$ cat src/rtl/comp_divider.sv
// 32-bit unsigned restoring divider, one quotient bit per clock under a Run/Ready handshake.
// Optional DIV_ZERO_DETECT_EN: short-circuits a zero divisor straight to DONE and raises DivZero.
module comp_divider (
   input  logic        clk,
   input  logic        Reset,
   input  logic        Run,
   input  logic [31:0] Dividend_in,
   input  logic [31:0] Divisor_in,
   output logic [31:0] Quotient_out,
   output logic [31:0] Remainder_out,
   output logic        Ready,
   output logic [31:0] ALU_result,
   output logic        DivZero
);

   localparam logic [1:0] S_IDLE = 2'd0;
   localparam logic [1:0] S_CALC = 2'd1;
   localparam logic [1:0] S_DONE = 2'd2;

   logic [1:0]  state;
   logic [32:0] p;
   logic [31:0] q;
   logic [31:0] d;
   logic [4:0]  cnt;
   logic [32:0] trial;
   logic [33:0] diff;
   logic        unused_p_msb;

   // P < D holds before every shift, so P[32] never feeds the next trial
   assign trial        = {p[31:0], q[31]};
   assign diff         = {1'b0, trial} - {2'b00, d};
   assign unused_p_msb = p[32];

`ifdef DIV_ZERO_DETECT_EN
   logic dz;
`endif

   always_ff @(posedge clk or negedge Reset) begin
      if (!Reset) begin
         state <= S_IDLE;
         p     <= '0;
         q     <= '0;
         d     <= '0;
         cnt   <= '0;
`ifdef DIV_ZERO_DETECT_EN
         dz    <= 1'b0;
`endif
      end else begin
         case (state)
            S_IDLE: begin
               if (Run) begin
                  cnt <= '0;
                  d   <= Divisor_in;
`ifdef DIV_ZERO_DETECT_EN
                  if (Divisor_in == 32'd0) begin
                     p     <= {1'b0, Dividend_in};
                     q     <= '1;
                     dz    <= 1'b1;
                     state <= S_DONE;
                  end else
`endif
                  begin
                     p     <= '0;
                     q     <= Dividend_in;
                     state <= S_CALC;
                  end
               end
            end
            S_CALC: begin
               if (!diff[33]) begin
                  p <= diff[32:0];
                  q <= {q[30:0], 1'b1};
               end else begin
                  p <= trial;
                  q <= {q[30:0], 1'b0};
               end
               cnt <= cnt + 5'd1;
               if (cnt == 5'd31) state <= S_DONE;
            end
            S_DONE: begin
               if (!Run) begin
                  state <= S_IDLE;
`ifdef DIV_ZERO_DETECT_EN
                  dz    <= 1'b0;
`endif
               end
            end
            default: state <= S_IDLE;
         endcase
      end
   end

   assign Quotient_out  = q;
   assign Remainder_out = p[31:0];
   assign Ready         = (state == S_DONE);
   assign ALU_result    = (state == S_CALC) ? diff[31:0] : 32'd0;

`ifdef DIV_ZERO_DETECT_EN
   assign DivZero = dz;
`else
   assign DivZero = 1'b0;
`endif

endmodule

$ cat config.mk
export PLATFORM = sky130hd
export DESIGN_NAME = comp_divider
export DESIGN_NICKNAME = d
export VERILOG_FILES = /design/src/rtl/comp_divider.sv
export SDC_FILE = /design/constraint.sdc
export NUM_CORES = 1
export LEC_CHECK = 0
export BUFFER_PORTS_ARGS = -buffer_cell sky130_fd_sc_hd__buf_2
export CAP_MARGIN = 10
export CORE_ASPECT_RATIO = 0.7
export CORE_MARGIN = 3
export CORE_UTILIZATION = 50
export DETAILED_ROUTE_END_ITERATION = 6
export PLACE_DENSITY = 0.72
export SLEW_MARGIN = 20
export SYNTH_ARGS = -nofsm -noshare
export SYNTH_HDL_FRONTEND = slang
export SYNTH_SLANG_ARGS = --single-unit
$ cat constraint.sdc
create_clock -name clk -period 6.8 [get_ports clk]
set_clock_uncertainty 0.1 [all_clocks]
set_input_delay 0 -clock clk [delete_from_list [all_inputs] [get_ports clk]]
set_output_delay 0 -clock clk [all_outputs]
set_load 0.02 [all_outputs]
---- Yosys cells after proc, flatten, opt, wreduce, memory -nomap -nowiden ----
Cells that the tools add are included.
cells by class
  add/sub/neg operators ................... 2
  eq/ne operators ......................... 6
  muxes and demuxes ....................... 13
  reduce and logical (&&, ||, !) cells .... 5
operators with widths
  cell                   count
  $mux W32               4
  $pmux W32 S2           2
  $sub A33 B32 Y34       1
  $pmux W5 S2            1
  $mux W2                3
  $ne A2 B2 Y1 const B   3
  $pmux W2 S3            1
  $add A5 B1 Y5 const B  1
  $eq A5 B5 Y1 const B   1
  $mux W5                1
  $reduce_and A2 Y1      2
  $reduce_and A3 Y1      1
  $eq A2 B1 Y1 const B   1
  $eq A2 B2 Y1 const B   1
  $logic_not A2 Y1       1
  $reduce_bool A2 Y1     1
  $mux W1                1
word-level totals
  flip-flop bits (word level) ............. 103
  bits of input ports ..................... 67
  output and inout bits ................... 98
  word-level logic and storage cells ...... 31

---- Longest topological paths before layout ----
  depth after elaboration ................. 3
  depth in mapped cells ................... 14
  depth with buffers taken out ............ 12

---- Least setup slack after synthesis ----
Ideal clock, no wire load.
  path kind ............................... register to register
  from .................................... reg q[31] (netlist: Quotient_out[31])
  to ...................................... reg p[30]
  setup time .............................. 0.069 ns
  arrival time ............................ 3.103 ns
  data required time ...................... 6.631 ns
  setup slack ............................. 3.528 ns
  stages on the path, launching flop included .. 13
  cells stage by stage .................... dfrtp_1 -> inv_1 -> ha_1 -> fa_1 -> and2b_1 -> o31a_1 -> nor3_1 -> o41ai_4 -> a31oi_2 -> o221ai_2 -> a211oi_1 -> or4_1 -> nand3_1
on the way
  longest elaborated chain between the ends .. 3
RTL lines
  element                 line  text
  from (decl)             22    logic [31:0] q;
  from (signal assigned)  64    q <= Dividend_in;
  from (signal assigned)  72    q <= {q[30:0], 1'b1};
  from (signal assigned)  75    q <= {q[30:0], 1'b0};
  $sub A33 B32 Y34        31    assign diff = {1'b0, trial} - {2'b00, d};
  $mux W32                70    if (!diff[33]) begin
  $pmux W32 S2            49    case (state)
  to (signal assigned)    71    p <= diff[32:0];
  to (signal assigned)    74    p <= trial;
  to (decl)               21    logic [32:0] p;
No other way between the ends.
A chain may end at the register's enable or synchronous reset.

---- Final worst setup path ----
  from .................................... reg q[31] (netlist: Quotient_out[31])
  to ...................................... out ALU_result[28]
on the way
  longest elaborated chain between the ends .. 2
RTL lines
  element           line  text
  $sub A33 B32 Y34  31
  $mux W32          96    assign ALU_result = (state == S_CALC) ? diff[31:0] : 32'd0;
  to (decl)         12    output logic [31:0] ALU_result,
No other way between the ends.

==> results.tsv <==
metric	value	unit
outcome	finished clean	
Routability Congestion	0.8595	
CTS tree	built	
DRT Pass-1 Iters	5	
final wirelength	18480	um
deepest clock path buffer count	2	
Worst Path Required	6700	ps
initial core utilization	52.50	%
DIE AREA	14020	um2
Final Hold Viols	0	
synth top area cells	dfrtp_1 (41%), ha_1 (6.7%), o21ai_0 (6.3%)	
Unique masters post-synth	61	
CTS root buf	clkbuf_16	
initial antenna violation count	0	
Max Clk Rate	0.2628	GHz
routed vias	6080	
detailed-route vias per instance	5.714	
Final Cycle Share	55.96	%
Detail Route Antenna Nets	0	
DRT iter0 DRCs	542	
Die Wd	140.3	um
FP Rows	33	
largest net degree at the start of global routing	66	
DRC Markers	0	
layout cell share with drive strength beyond 1	22.49	%
cts bufs inserted	9	
HP Class	in2async	
max_cap viols	0	
top-count cell post-synth	dfrtp_1	
kind of start point of the critical path	register	
multi-input combinational cell area	3405	um2
layout net count	1004	
Post-synth ARST share	100.0	%
slew margin rel.	26.36	%
Mapped Area	6309	um2
Yosys top cell by area	dfrtp_1	
average wire per standard cell	17.36	um
Num Clock Sinks	103	
final setup fails	0	
post-layout util	67.91	%
Worst-path clk slew	80	ps
syn_area_per_cell	8.961	um2
post-CTS setup buffer count	0	
Primary FF master, synth	dfrtp_1	
sequential element share of the synthesized area	40.86	%
CP max FO	4	
top cell type's share of synthesized area	40.86	%
Setup WS post-layout	2994	ps
Worst-Skew Late Latency	350	ps
register bit total from synthesis	103	
Buffers on Ports	163	
commonest cells in the netlist	dfrtp_1 (103), nand2_1 (83), o21ai_0 (79)	
Fillers	985	
fin crit period	3806	ps
die height	99.98	um
setup_tns	0	ps
gr ovfl total	0	
GRT Overall Usage	26.45	%
crit end category	output port	
Post-Synthesis Cells	704	
diodes inserted	0	
Syn Nets	806	
measured slew at the worst slew-check pin	1102	ps
Setup WS pre-CTS	3271	ps
Syn. warnings	0	
Post-synth EDFFs	0	
WHS	60.48	ps
RSZ-0062 raised after global routing	no	
vias in the first global route	6014	
FF+latch area	2577	um2
HPWL after DPL	12750	um
crit path kind	reg2out	
Area growth syn-to-layout	29.33	%
Max Slew Vio Count	0	
Worst EP arrival	3710	ps
Core ar.	12020	um2
H-tree levels	3	
first-pass GRT wire length	30400	um
Top-Level Pins	165	
critical path: stages (launching register included):
cell	delay (ps)
dfrtp_1	420
inv_1	90
ha_1	200
fa_1	210
and2b_1	220
o31a_1	290
nor3_1	350
o41ai_4	170
a31oi_2	350
o21ai_1	200
a311oi_1	380
xor2_1	250
nor2_1	60
buf_2	170
metrics by stage:
step / instances / area (um2)
global placement: 982 / 7186
global route: 1064 / 8159
detailed placement: 982 / 7191
floorplan: 704 / 6309
CTS: 1064 / 8154
finish: 1064 / 8159
logic make-up (layout without fill, tap and decap cells):
group                    after synthesis  in the layout  share of synthesized area, %
flip-flops                           103            103                         40.86
multiplexers                           5              5                        0.8132
buffers and inverters                 88            291                         5.712
other                                  1              1                       0.05944
adder cells (fa/ha/maj)               35             35                         7.061
AND/OR/NAND/NOR                      204            204                         15.29
AO/OA/AOI/OAI                        246            246                         27.15
XOR/XNOR                              22             22                         3.054
routing by layer:
layer	global-route usage, %	part of all wire (%)	up-vias
li1	-	-	2927
met3	5.048	6.4	19
met4	5.659	1.2	0
met1	37.40	46	2922
met2	42.83	46	212
met5	0	0	-
layout make-up:
class / instances / area share (%)
clock inverter: 7 / 0.9508
clock buffer: 9 / 2.760
timing repair buffer: 236 / 18.77
sequential: 103 / 31.59
tap: 157 / 2.408
multi-input combinational: 513 / 41.73
inverter: 39 / 1.794
final timing paths:
path                                       end  cells after the start             start  slack (ps)
worst min-delay path                     d[20]                      2             Reset          60
max in group asynchronous                 p[4]                      3             Reset        5310
worst max register to register           p[12]                     11              p[4]        3210
worst max-delay path            ALU_result[28]                     13  Quotient_out[31]        2990
min in group clk                          d[6]                      4     Divisor_in[6]         280
worst min register to register          cnt[3]                      1            cnt[3]         400
sequential cells by signal, summed over array words and instances (netlist names):
name,count
state,2
p,32
d,32
Quotient_out,32
cnt,5
repair_timing:
action | 4_1_cts | 5_1_grt
gates resized for setup | 0 | 0
setup endpoints to repair | 0 | 0
hold buffers | 66 | 0
endpoints found under the hold margin | 104 | 0
cells in the final DEF (no fill, tap or decap), types with 12 or more instances in the layout:
cell type and count:
dfrtp_1 103, nor2_1 37, inv_1 39, a21oi_1 34, o21ai_1 14, dlygate4sd3_1 66, a221o_1 18, nor2b_1 14
nor3_1 12, nand2_1 83, and3_1 22, buf_2 162, o21ai_0 79, ha_1 34, a22oi_1 32, xor2_1 14
a21o_1 12
Power is left out: the tool's default activity adds up to more than one toggle a clock period on the data nets, which glitch-free logic cannot reach.
